## config.mk

```make
export PLATFORM = sky130hd
export DESIGN_NAME = piece_blitter_flat
export DESIGN_NICKNAME = d
export VERILOG_FILES = /design/src/rtl/chess_gfx_pkg.sv /design/src/rtl/piece_blitter_if.sv /design/src/rtl/blit_addr_gen.sv /design/src/rtl/piece_blitter.sv /design/src/flat_wrapper.sv
export SDC_FILE = /design/constraint.sdc
export NUM_CORES = 1
export LEC_CHECK = 0
export ABC_AREA = 1
export BUFFER_PORTS_ARGS = -buffer_cell sky130_fd_sc_hd__buf_2
export CELL_PAD_IN_SITES_DETAIL_PLACEMENT = 1
export CELL_PAD_IN_SITES_GLOBAL_PLACEMENT = 2
export CORE_MARGIN = 2
export CORE_UTILIZATION = 31
export DETAILED_ROUTE_END_ITERATION = 12
export PLACE_DENSITY = 0.95
export SLEW_MARGIN = 20
export SYNTH_ARGS = -nofsm -noshare
export SYNTH_HDL_FRONTEND = slang
export SYNTH_SLANG_ARGS = --single-unit
```

## constraint.sdc

```tcl
create_clock -name Clk -period 8.5 [get_ports Clk]
set_input_delay 0.425 -clock Clk [delete_from_list [all_inputs] [get_ports Clk]]
set_output_delay 0.425 -clock Clk [all_outputs]
set_load 0.1 [all_outputs]
```

## src/rtl/chess_gfx_pkg.sv

```systemverilog
// Shared chess graphics types: piece codes, framebuffer geometry, 12-bit RGB
// and the chroma-key test used by every sprite path.
package chess_gfx_pkg;

    typedef enum logic [3:0] {
        W_KING, W_QUEEN, W_ROOK, W_BISHOP, W_KNIGHT, W_PAWN,
        B_KING, B_QUEEN, B_ROOK, B_BISHOP, B_KNIGHT, B_PAWN
    } piece_t;

    localparam int NUM_PIECES = 12;
    localparam int FB_W       = 640;
    localparam int FB_H       = 480;

    typedef struct packed {
        logic [3:0] r;
        logic [3:0] g;
        logic [3:0] b;
    } rgb12_t;

    typedef enum logic [2:0] {IDLE, ADDR, DATA, WRITE, FINISH} blit_state_t;

    // Background colour: no green and red equal to blue (black included).
    function automatic logic is_chroma(rgb12_t c);
        return (c.g == 4'h0) && (c.r == c.b);
    endfunction

endpackage

```

## src/rtl/piece_blitter_if.sv

```systemverilog
// Framebuffer write port: valid/ready with address and RGB payload.
interface piece_blitter_if;
    import chess_gfx_pkg::*;

    logic        fb_valid;
    logic        fb_ready;
    logic [18:0] fb_addr;
    rgb12_t      fb_data;

    modport master (output fb_valid, fb_addr, fb_data, input fb_ready);
    modport slave  (input fb_valid, fb_addr, fb_data, output fb_ready);
endinterface

```

## src/rtl/blit_addr_gen.sv

```systemverilog
// Sprite pixel walker: col/row counters plus ROM, destination and
// framebuffer address arithmetic for the current pixel.
module blit_addr_gen
    import chess_gfx_pkg::*;
#(
    parameter int SPRITE_W = 32,
    parameter int SPRITE_H = 32,
    parameter int FB_W     = chess_gfx_pkg::FB_W,
    parameter int FB_H     = chess_gfx_pkg::FB_H,
    localparam int CW      = $clog2(SPRITE_W),
    localparam int RW      = $clog2(SPRITE_H)
) (
    input  logic              Clk,
    input  logic              Reset_n,
    input  logic              clr,
    input  logic              adv,
    input  piece_t            piece,
    input  logic [9:0]        x0,
    input  logic [8:0]        y0,
    output logic [3+CW+RW:0]  rom_addr,
    output logic [10:0]       px,
    output logic [9:0]        py,
    output logic              clipped,
    output logic              last,
    output logic [18:0]       fb_addr
);
    logic [CW-1:0] col;
    logic [RW-1:0] row;
    logic          col_end;

    assign col_end = (col == CW'(SPRITE_W - 1));
    assign last    = col_end && (row == RW'(SPRITE_H - 1));

    // Row-major walk; both counters wrap to zero after the final pixel.
    always_ff @(posedge Clk or negedge Reset_n) begin
        if (!Reset_n) begin
            col <= '0;
            row <= '0;
        end else if (clr) begin
            col <= '0;
            row <= '0;
        end else if (adv) begin
            col <= col + 1'b1;
            if (col_end)
                row <= row + 1'b1;
        end
    end

    // Power-of-two sprite size turns piece*W*H + row*W + col into a concat.
    assign rom_addr = {piece, row, col};
    assign px       = 11'(x0) + 11'(col);
    assign py       = 10'(y0) + 10'(row);
    assign clipped  = (px >= 11'(FB_W)) || (py >= 10'(FB_H));
    assign fb_addr  = 19'(py) * 19'(FB_W) + 19'(px);

endmodule

```

## src/rtl/piece_blitter.sv

```systemverilog
// Copies one chess-piece sprite into the framebuffer, dropping chroma-key
// and off-screen pixels. ROM has one cycle of latency; palette is combinational.
module piece_blitter
    import chess_gfx_pkg::*;
#(
    parameter int SPRITE_W = 32,
    parameter int SPRITE_H = 32,
    parameter int FB_W     = chess_gfx_pkg::FB_W,
    parameter int FB_H     = chess_gfx_pkg::FB_H,
    localparam int AW      = 4 + $clog2(SPRITE_W * SPRITE_H)
) (
    input  logic                   Clk,
    input  logic                   Reset_n,
    input  logic                   start,
    input  logic [3:0]             piece,
    input  logic [9:0]             x0,
    input  logic [8:0]             y0,
    output logic                   busy,
    output logic                   done,
    output logic                   err,
    output logic [AW-1:0]          rom_addr,
    input  logic [3:0]             rom_index,
    output logic [3:0]             pal_index,
    input  rgb12_t                 pal_rgb,
    piece_blitter_if.master        fb
);
    blit_state_t state_q, state_d;
    piece_t      piece_q;
    logic [9:0]  x0_q;
    logic [8:0]  y0_q;
    logic        err_q;
    logic [3:0]  pal_index_q;
    logic        legal, clr, adv, wr_req;
    logic        clipped, last;
    logic [10:0] px;
    logic [9:0]  py;
    logic [18:0] fb_addr_w;

    assign legal = (piece < 4'(NUM_PIECES));

    blit_addr_gen #(
        .SPRITE_W (SPRITE_W),
        .SPRITE_H (SPRITE_H),
        .FB_W     (FB_W),
        .FB_H     (FB_H)
    ) u_addr (
        .Clk      (Clk),
        .Reset_n  (Reset_n),
        .clr      (clr),
        .adv      (adv),
        .piece    (piece_q),
        .x0       (x0_q),
        .y0       (y0_q),
        .rom_addr (rom_addr),
        .px       (px),
        .py       (py),
        .clipped  (clipped),
        .last     (last),
        .fb_addr  (fb_addr_w)
    );

    // State register.
    always_ff @(posedge Clk or negedge Reset_n) begin
        if (!Reset_n) state_q <= IDLE;
        else          state_q <= state_d;
    end

    // Blit parameters latched on start; ROM data captured into the palette index.
    always_ff @(posedge Clk or negedge Reset_n) begin
        if (!Reset_n) begin
            piece_q     <= W_KING;
            x0_q        <= '0;
            y0_q        <= '0;
            err_q       <= 1'b0;
            pal_index_q <= '0;
        end else begin
            if (state_q == IDLE && start) begin
                err_q <= !legal;
                if (legal) begin
                    piece_q <= piece_t'(piece);
                    x0_q    <= x0;
                    y0_q    <= y0;
                end
            end
            if (state_q == DATA)
                pal_index_q <= rom_index;
        end
    end

    // Next state, counter control and write request. Counters only move on a
    // skip or a completed handshake, so the write payload holds while stalled.
    always_comb begin
        state_d = state_q;
        clr     = 1'b0;
        adv     = 1'b0;
        wr_req  = 1'b0;
        case (state_q)
            IDLE: begin
                if (start) begin
                    clr     = legal;
                    state_d = legal ? ADDR : FINISH;
                end
            end
            ADDR:  state_d = DATA;
            DATA:  state_d = WRITE;
            WRITE: begin
                wr_req = !(clipped || is_chroma(pal_rgb));
                if (!wr_req || fb.fb_ready) begin
                    adv     = 1'b1;
                    state_d = last ? FINISH : ADDR;
                end
            end
            FINISH:  state_d = IDLE;
            default: state_d = IDLE;
        endcase
    end

    assign busy        = (state_q != IDLE);
    assign done        = (state_q == FINISH);
    assign err         = done && err_q;
    assign pal_index   = pal_index_q;
    assign fb.fb_valid = wr_req;
    assign fb.fb_addr  = wr_req ? fb_addr_w : '0;
    assign fb.fb_data  = wr_req ? pal_rgb : '0;

endmodule

```

## src/flat_wrapper.sv

```systemverilog
// flat-port wrapper written by rule: the top's interface ports become plain ports
module piece_blitter_flat import chess_gfx_pkg::*;
#(
    parameter int SPRITE_W = 32,
    parameter int SPRITE_H = 32,
    parameter int FB_W     = chess_gfx_pkg::FB_W,
    parameter int FB_H     = chess_gfx_pkg::FB_H,
    localparam int AW      = 4 + $clog2(SPRITE_W * SPRITE_H)
)
  (Clk, Reset_n, start, piece, x0, y0, busy, done, err, rom_addr, rom_index, pal_index, pal_rgb, fb_fb_valid, fb_fb_addr, fb_fb_data, fb_fb_ready);
  piece_blitter_if fb_i ();
  input  logic Clk;
  input  logic Reset_n;
  input  logic start;
  input  logic [3:0] piece;
  input  logic [9:0] x0;
  input  logic [8:0] y0;
  output logic busy;
  output logic done;
  output logic err;
  output logic [AW-1:0] rom_addr;
  input  logic [3:0] rom_index;
  output logic [3:0] pal_index;
  input  rgb12_t pal_rgb;
  output wire logic [$bits(fb_i.fb_valid)-1:0] fb_fb_valid;
  output wire logic [$bits(fb_i.fb_addr)-1:0] fb_fb_addr;
  output wire logic [$bits(fb_i.fb_data)-1:0] fb_fb_data;
  input wire logic [$bits(fb_i.fb_ready)-1:0] fb_fb_ready;
  assign fb_fb_valid = fb_i.fb_valid;
  assign fb_fb_addr = fb_i.fb_addr;
  assign fb_fb_data = fb_i.fb_data;
  assign fb_i.fb_ready = fb_fb_ready;
  piece_blitter #(.SPRITE_W(SPRITE_W), .SPRITE_H(SPRITE_H), .FB_W(FB_W), .FB_H(FB_H)) u_core (.Clk(Clk), .Reset_n(Reset_n), .start(start), .piece(piece), .x0(x0), .y0(y0), .busy(busy), .done(done), .err(err), .rom_addr(rom_addr), .rom_index(rom_index), .pal_index(pal_index), .pal_rgb(pal_rgb), .fb(fb_i));
endmodule
```

==> impl_metrics.env, run 1 <==
export IMPL_hold_violations=0
export IMPL_first_pass_iters=4
export IMPL_drt_initial_drc_count=72
export IMPL_start_util=0.3162
export IMPL_drc=0
export IMPL_rows=39
export IMPL_max_stage_delay_ns=0.53
export IMPL_cp_start_kind="flip-flop"
export IMPL_place_ws_ns=4.152
export IMPL_postCtsResizedCells=0
export IMPL_cap_viol_max_count=0
export IMPL_hold_buffers=0
export IMPL_syn2layout_area_growth_pct=21.60
export IMPL_cts_sinks=41
export IMPL_final_cell_mix="nand2_1, buf_2, inv_1, nor2_1, dfrtp_1"
export IMPL_io_pins=96
export IMPL_clk_latency_ns=0.29
export IMPL_slew_headroom=0.3651
export IMPL_cp_max_fo=6
export IMPL_ys_warn_count=0
export IMPL_drive_gt1_frac=0.2211
export IMPL_cts_clk_slew_worst_paths_ns=0.06
export IMPL_crit_chain="ha_1 -> inv_1 -> fa_1 -> inv_1 -> ha_1 -> ha_1 -> ha_1 -> inv_1 -> o31ai_1 -> inv_1 -> nor2_1 -> nand2_1 -> nor2_1 -> nand2_1 -> nor2_1 -> a21oi_1 -> nor2_1 -> buf_2"
export IMPL_grtUsageTotal=0.1661
export IMPL_die_x_um=111.5
export IMPL_crit_buf_inv=5
export IMPL_core_area_sq_um=11320
export IMPL_critical_path_endpoint_type="output pin"
export IMPL_synth_avg_cell_area_sq_um=6.911
export IMPL_clockBufferDepth=2
export IMPL_port_buffers=95
export IMPL_grt_pass1_wl_um=17320
export IMPL_grt_overflow_total=0
export IMPL_cts_buffers=5
export IMPL_hold_path_class="primary input to asynchronous set/reset pin"
export IMPL_finClkSkew_ns=0.004427
export IMPL_final_common_cell="nand2_1"
export IMPL_final_nets=693
export IMPL_ys_ff_latch=41
export IMPL_cts_root_buf="clkbuf_16"
export IMPL_antenna_found_initial=0
export IMPL_syn_inst=518
export IMPL_num_vias=3570
export IMPL_rsz0062_at_grt="no"
export IMPL_synth_cell_types=36
export IMPL_ys_seq_area_frac=0.2866
export IMPL_setup_viol=0
export IMPL_fin_crit_sh=0.5496
export IMPL_tritoncts="yes"
export IMPL_required_ns=8.08
export IMPL_die_area_sq_um=12420
export IMPL_post_cts_setup_buffers=0
export IMPL_syn_num_nets=597
export IMPL_critPathArrivalTime_ns=4.25
export IMPL_gp_congestion=0.8591
export IMPL_grt_max_degree=42
export IMPL_die_y_um=111.5
export IMPL_crit_family="adder cells"
export IMPL_fill_cells=1493
export IMPL_syn_area_sq_um=3580
export IMPL_status="completed"
export IMPL_drt_wl_total_um=10050
export IMPL_layout_setup_ws_ns=3.829
export IMPL_wl_per_cell_um=13.26
export IMPL_fin_crit_ns=4.671
export IMPL_clock_fmax_ghz=0.2141
export IMPL_htree_levels=2
export IMPL_drtAntennaViolNets=0
export IMPL_diodes=0
export IMPL_worstMarginPinSlew_ns=0.9523
export IMPL_viasPerCell=4.710
export IMPL_worstSetupPathType="flip-flop to output pin"
export IMPL_slowest_stage="fa_1"
export IMPL_grt_pass1_vias=3742
export IMPL_dp_hpwl_um=8414
export IMPL_slew_viol_final=0
export IMPL_totalNegativeSetupSlack_ns=0
## cell type report
class,instances,area (sq um),area share
Clock buffer,5,125.1,0.02874
Clock inverter,3,17.52,0.004024
Inverter,85,321.6,0.07387
Multi-Input combinational cell,385,2201,0.5056
Sequential cell,41,1026,0.2357
Tap cell,143,178.9,0.04110
Timing Repair Buffer,96,483.0,0.1110
## final timing paths
check	to	slack [ns]	cells past startpoint	from
max	fb_fb_addr[17]	3.83	18	u_core.u_addr.row[0]
min	u_core.piece_q[1]	0.29	1	Reset_n
max reg2reg	u_core.u_addr.col[2]	5.97	17	u_core.u_addr.col[0]
min reg2reg	u_core.piece_q[0]	0.46	2	u_core.piece_q[0]
max in group asynchronous	u_core.pal_index[3]	7.62	1	Reset_n
min in group Clk	u_core.y0_q[0]	0.34	3	y0[0]
## flip-flops by register name, summed over array words and instances (netlist names)
name,count
u_core.err_q,1
u_core.pal_index,4
u_core.piece_q,4
u_core.state_q,3
u_core.u_addr.col,5
u_core.u_addr.row,5
u_core.x0_q,10
u_core.y0_q,9
## routing by layer
metal	share of wire	global-route usage	vias up
met3	0.052	0.03321	6
met4	0.0089	0.03621	0
met1	0.46	0.2093	1665
li1	-	-	1821
met2	0.48	0.2951	78
met5	0	0	-
## cells in the mapped netlist
master | n | area, sq um
nand2_1 | 151 | 566.8
inv_1 | 81 | 304.0
nor2_1 | 59 | 221.5
dfrtp_1 | 41 | 1026
ha_1 | 32 | 400.4
nand3_1 | 31 | 155.2
a21oi_1 | 22 | 110.1
xor2_1 | 11 | 96.34
nand4_1 | 10 | 62.56
o21ai_0 | 9 | 45.04
nor3_1 | 8 | 40.04
nand2_2 | 7 | 43.79
xnor2_1 | 6 | 52.55
nor2_2 | 5 | 31.28
buf_2 | 4 | 20.02
fa_1 | 4 | 80.08
mux2_2 | 4 | 45.04
o21ai_1 | 4 | 20.02
clkbuf_1 | 3 | 11.26
inv_2 | 3 | 11.26
a31oi_1 | 2 | 12.51
nand2_4 | 2 | 22.52
nand3_4 | 2 | 35.03
nand3b_1 | 2 | 15.01
nand4_4 | 2 | 42.54
o31ai_1 | 2 | 15.01
or2_2 | 2 | 12.51
a31oi_2 | 1 | 12.51
inv_4 | 1 | 6.260
nand3_2 | 1 | 10.01
nor3_2 | 1 | 10.01
nor3b_1 | 1 | 7.510
o211ai_1 | 1 | 7.510
o22a_1 | 1 | 8.760
o31ai_2 | 1 | 12.51
or2_1 | 1 | 6.260
## cell families (layout without fill, tap and decap cells)
logic type	count (synthesis)	count (layout)	share of synthesized area
adder cells (fa/ha/maj)	36	36	0.1342
multiplexers	4	4	0.01258
AND/OR/NAND/NOR	285	285	0.3583
XOR/XNOR	17	17	0.04159
flip-flops	41	41	0.2866
AO/OA/AOI/OAI	43	43	0.06816
buffers and inverters	92	189	0.09857
## per-stage QoR
step	cell area [sq um]	hold WS, ns	utilization	std cells
2_1_floorplan	3580	0.1294	-	518
3_3_place_gp	4210	0.4615	0.3719	750
3_5_place_dp	4210	0.4557	0.3719	750
4_1_cts	4353	0.3180	0.3845	758
5_1_grt	4353	0.3423	0.3845	758
6_report	4353	0.2903	0.3845	758
Power of run 1 is left out: the tool's default activity adds up to more than one toggle a clock period on the data nets, which glitch-free logic cannot reach.
==> inputs of run 2 (changes only) <==
Settings changed: CORE_UTILIZATION 31 to 26, PLACE_DENSITY 0.95 to 0.86.
Clock period 8.5 ns to 3.8 ns, I/O delays scaled along.
==> run 2 against run 1 <==
  * Worst hold slack got worse by 0.23 ns
  * Non-clock buffer count rose by 46
  * Flip-flop and latch count did not move
  * The run now ends with setup timing left
  * Wire length rose by 25%
  * Final cell count rose by 10%
  * Setup slack got worse by 4.1 ns
  * Critical path depth rose by 3
==> impl_metrics.env, run 2 (synthesized netlist as in run 1, its figures left out) <==
export IMPL_cpMostUsedCell="nand2_1"
export IMPL_die_x_um=121.3
export IMPL_rows=42
export IMPL_grt_pass1_wl_um=19150
export IMPL_slowest_stage="dfrtp_4"
export IMPL_diodes=0
export IMPL_drt_initial_drc_count=84
export IMPL_finClkSkew_ns=0.003611
export IMPL_final_cell_mix="nand2_1, buf_2, inv_1, buf_4, dfrtp_1"
export IMPL_fin_crit_sh=1.065
export IMPL_setup_viol=5
export IMPL_rsz0062_at_grt="yes"
export IMPL_worstSetupPathType="flip-flop to output pin"
export IMPL_num_vias=3875
export IMPL_antenna_found_initial=0
export IMPL_clk_latency_ns=0.28
export IMPL_final_nets=739
export IMPL_hold_path_class="primary input to asynchronous set/reset pin"
export IMPL_grtUsageTotal=0.1609
export IMPL_stdcell_count=837
export IMPL_cts_root_buf="clkbuf_16"
export IMPL_dp_hpwl_um=9113
export IMPL_layout_setup_ws_ns=-0.2484
export IMPL_drtAntennaViolNets=0
export IMPL_viasPerCell=4.630
export IMPL_core_area_sq_um=13350
export IMPL_critPathArrivalTime_ns=3.86
export IMPL_violations="setup timing"
export IMPL_die_y_um=121.3
export IMPL_required_ns=3.61
export IMPL_grt_overflow_total=0
export IMPL_drive_gt1_frac=0.4584
export IMPL_htree_levels=2
export IMPL_crit_family="simple AND/OR/NAND/NOR gates"
export IMPL_port_buffers=95
export IMPL_drt_wl_total_um=12590
export IMPL_io_pins=96
export IMPL_top_regs="u_core.x0_q x10, u_core.y0_q x9"
export IMPL_tritoncts="yes"
export IMPL_critical_path_endpoint_type="output pin"
export IMPL_worstMarginPinSlew_ns=0.9622
export IMPL_regMostFlops="u_core.x0_q"
export IMPL_slew_viol_final=0
export IMPL_start_util=0.2682
export IMPL_max_stage_delay_ns=0.51
export IMPL_cts_clk_slew_worst_paths_ns=0.06
export IMPL_syn2layout_area_growth_pct=55.23
export IMPL_status="finished with violations"
export IMPL_drc=0
export IMPL_final_common_cell="nand2_1"
export IMPL_first_pass_iters=4
export IMPL_cts_buffers=5
export IMPL_die_area_sq_um=14720
export IMPL_wl_per_cell_um=15.05
export IMPL_gp_congestion=0.8545
export IMPL_grt_max_degree=42
export IMPL_cap_viol_max_count=0
export IMPL_dp_cells=793
export IMPL_cts_sinks=41
export IMPL_cp_max_fo=4
export IMPL_clockBufferDepth=2
export IMPL_largest_reg_flops=10
export IMPL_fin_crit_ns=4.048
export IMPL_hold_violations=0
export IMPL_crit_chain="ha_4 -> nand2_2 -> inv_1 -> nand2_1 -> nand3_2 -> nand3_2 -> xnor2_2 -> ha_1 -> ha_4 -> nand2_2 -> or2_2 -> nand3_1 -> nand2_1 -> nand2_1 -> nand2_1 -> nand3b_1 -> nand2_2 -> nand2_1 -> nand2_2 -> nor2_4 -> buf_12"
export IMPL_crit_buf_inv=2
export IMPL_slew_headroom=0.3585
export IMPL_clock_fmax_ghz=0.2470
export IMPL_grt_pass1_vias=4011
export IMPL_cp_start_kind="flip-flop"
run 2: changes by cell type in the layout (fill, tap and decap cells not counted), moves of 10 or more:
cell     previous run  this run
a21oi_1            22         9
inv_1              81        71
ha_1               32        16
a21oi_2             0        10
nand2_1           151       130
ha_4                0        14
nor2_2              5        27
nand2_2             7        25
buf_4               1        44
nor2_1             59        30
run 2: worst paths after layout:
path / from / to / slack, ns / cells past startpoint
max in group asynchronous: Reset_n / u_core.u_addr.row[1] / 3.03 / 1
min in group Clk: y0[7] / u_core.y0_q[7] / 0.11 / 3
hold reg to reg: u_core.piece_q[0] / u_core.piece_q[0] / 0.47 / 2
hold / removal: Reset_n / u_core.state_q[0] / 0.07 / 1
setup / recovery: u_core.u_addr.row[4] / fb_fb_addr[18] / -0.25 / 21
setup reg to reg: u_core.x0_q[0] / u_core.u_addr.col[4] / 1.42 / 18
run 2: repair_timing:
| item | CTS | global route |
|---|---|---|
| hold buffers | 0 | 0 |
| setup buffers | 15 | 23 |
| gates resized for setup | 38 | 48 |
| setup endpoints to repair | 5 | 6 |
| pin swaps | 26 | 24 |
run 2: stage by stage:
step	setup WS [ns]	cell area, sq um	utilization	hold slack (ns)	setup TNS, ns
finish	-0.2484	5557	0.4163	0.06514	-0.6438
global route	-0.4265	5557	0.4163	0.1184	-1.591
CTS	-0.1115	5187	0.3886	0.1029	-0.2847
detailed placement	-0.07268	4673	0.3501	0.4012	-0.1362
global placement	0.06674	4673	0.3501	0.3936	0
floorplan	-0.2764	3836	-	-0.1056	-0.9700
run 2: area by class of cell:
cell class	instances	area, sq um
repair buffers	142	944.7
multi-input cells	385	2826
flip-flops and latches	41	1050
inverters	85	325.3
clock buffers	5	125.1
clock inverters	3	65.06
well taps	176	220.2
fillers	1631	7791
run 2: metal layers:
| metal | up-vias | GRT usage | part of all wire | routed length, um |
|---|---|---|---|---|
| li1 | 1921 | - | - | - |
| met1 | 1831 | 0.1894 | 0.39 | 4959 |
| met2 | 97 | 0.2988 | 0.54 | 6760 |
| met3 | 26 | 0.02256 | 0.043 | 539 |
| met4 | 0 | 0.05101 | 0.027 | 334 |
| met5 | - | 0 | 0 | 0 |
Power of run 2 is left out for the same reason.
==> inputs of run 3 (changes only) <==
Settings changed: SETUP_SLACK_MARGIN from default to 0.05.
==> run 3 against run 2 <==
  * The flow still finishes with violations (setup timing)
  * Clock skew up 0.00067 ns
  * Register-to-register slack got worse by 0.17 ns
  * Critical path depth shrank 2
  * Global-route usage barely moved
  * First-iteration DRC count grew 8.3%
  * Worst hold slack lost 0.0075 ns
  * Flip-flop and latch count stayed put
  * Maximum frequency rose by 3.3%
  * Setup slack better by 0.13 ns
  * Critical endpoint unchanged
  * Largest cell class unchanged
==> impl_metrics.env, run 3 (synthesized netlist as in run 1, its figures left out) <==
export IMPL_status="finished with violations"
export IMPL_violations="setup timing"
export IMPL_cp_start_kind="flip-flop"
export IMPL_critPathArrivalTime_ns=3.73
export IMPL_rsz0062_at_grt="yes"
export IMPL_num_vias=3866
export IMPL_place_ws_ns=-0.07268
export IMPL_drc=0
export IMPL_antenna_found_initial=0
export IMPL_cts_buffers=5
export IMPL_grtUsageTotal=0.1614
export IMPL_final_cell_mix="nand2_1, buf_2, inv_1, buf_4"
export IMPL_grt_overflow_total=0
export IMPL_start_util=0.2682
export IMPL_largest_reg_flops=10
export IMPL_io_pins=96
export IMPL_drtAntennaViolNets=0
export IMPL_die_area_sq_um=14720
export IMPL_grt_max_degree=42
export IMPL_final_common_cell="nand2_1"
export IMPL_htree_levels=2
export IMPL_clock_fmax_ghz=0.2551
export IMPL_grt_pass1_wl_um=19220
export IMPL_crit_chain="ha_4 -> nand2_2 -> nor2_1 -> nand2_1 -> nand3_2 -> nand3_2 -> xnor2_2 -> ha_1 -> ha_4 -> nand2_2 -> or2_2 -> nand4_1 -> nand2_2 -> nor3_4 -> nand2_2 -> nand2_2 -> nand2_2 -> nor2_4 -> buf_12"
export IMPL_drt_initial_drc_count=91
export IMPL_dp_hpwl_um=9113
export IMPL_finClkSkew_ns=0.004279
export IMPL_viasPerCell=4.630
export IMPL_slowest_stage="dfrtp_4"
export IMPL_hold_path_class="primary input to asynchronous set/reset pin"
export IMPL_fill_cells=1640
export IMPL_setup_viol=4
export IMPL_hold_violations=0
export IMPL_hold_buffers=0
export IMPL_cts_sinks=41
export IMPL_worstMarginPinSlew_ns=0.9475
export IMPL_cp_max_fo=4
export IMPL_slew_viol_final=0
export IMPL_first_pass_iters=4
export IMPL_grt_pass1_vias=4023
export IMPL_tritoncts="yes"
export IMPL_stdcell_area_sq_um=5594
export IMPL_port_buffers=95
export IMPL_top_regs="u_core.x0_q x10, u_core.y0_q x9"
export IMPL_regMostFlops="u_core.x0_q"
export IMPL_gp_congestion=0.8545
export IMPL_drt_wl_total_um=12360
export IMPL_worstSetupPathType="flip-flop to output pin"
export IMPL_die_y_um=121.3
export IMPL_cts_clk_slew_worst_paths_ns=0.06
export IMPL_critical_path_endpoint_type="output pin"
export IMPL_required_ns=3.61
export IMPL_cap_viol_max_count=0
export IMPL_cts_root_buf="clkbuf_16"
export IMPL_core_area_sq_um=13350
export IMPL_clockBufferDepth=2
export IMPL_fin_crit_ns=3.920
export IMPL_placed_area_sq_um=4673
export IMPL_wl_per_cell_um=14.81
export IMPL_rows=42
export IMPL_clk_latency_ns=0.28
export IMPL_die_x_um=121.3
export IMPL_cpMostUsedCell="nand2_2"
export IMPL_final_nets=737
export IMPL_max_stage_delay_ns=0.51
export IMPL_totalNegativeSetupSlack_ns=-0.2349
export IMPL_syn2layout_area_growth_pct=56.27
export IMPL_fin_crit_sh=1.032
export IMPL_slew_headroom=0.3683
export IMPL_diodes=0
export IMPL_drive_gt1_frac=0.4598
export IMPL_utilization=0.4191
export IMPL_layout_setup_ws_ns=-0.1199
-- run 3: per-layer routing --
| metal | up-vias | GRT usage | wire, um |
|---|---|---|---|
| li1 | 1911 | - | - |
| met1 | 1834 | 0.1894 | 5002 |
| met2 | 98 | 0.3002 | 6501 |
| met3 | 23 | 0.02303 | 526 |
| met4 | 0 | 0.05101 | 332 |
| met5 | - | 0 | 0 |
-- run 3: metrics by stage --
step | cells | hold slack, ns
CTS | 816 | 0.1029
global placement | 793 | 0.3936
global route | 835 | 0.1185
floorplan | 518 | -0.1056
detailed placement | 793 | 0.4012
finish | 835 | 0.05759
-- run 3: final timing paths --
check,endpoint,startpoint,slack (ns),cells past startpoint
max,fb_fb_addr[18],u_core.u_addr.row[4],-0.12,19
min,u_core.state_q[0],Reset_n,0.06,1
max reg2reg,u_core.u_addr.col[4],u_core.x0_q[0],1.25,20
min reg2reg,u_core.piece_q[0],u_core.piece_q[0],0.47,2
max in group asynchronous,u_core.u_addr.row[1],Reset_n,3.05,1
min in group Clk,u_core.y0_q[7],y0[7],0.11,3
-- run 3: layout make-up --
cell class / count / area (sq um) / area share
inverters: 85 / 324.1 / 0.05793
repair buffers: 140 / 925.9 / 0.1655
clock buffers: 5 / 125.1 / 0.02237
flip-flops and latches: 41 / 1050 / 0.1877
well taps: 176 / 220.2 / 0.03936
clock inverters: 3 / 65.06 / 0.01163
multi-input cells: 385 / 2884 / 0.5155
-- run 3: critical path, delay by kind of cell, from the launching register on --
family / cells / cell delay [ns]
simple gates: 14 / 1.64
fa+ha+maj: 3 / 0.95
buf+inv: 1 / 0.18
flops: 1 / 0.51
xor+xnor: 1 / 0.17
-- run 3: what timing repair did --
item | in CTS | in global routing
pin swaps | 29 | 42
setup buffers | 15 | 20
cloned | 0 | 0
gates resized for setup | 37 | 58
setup endpoints to repair | 5 | 7
Power of run 3 is left out for the same reason.
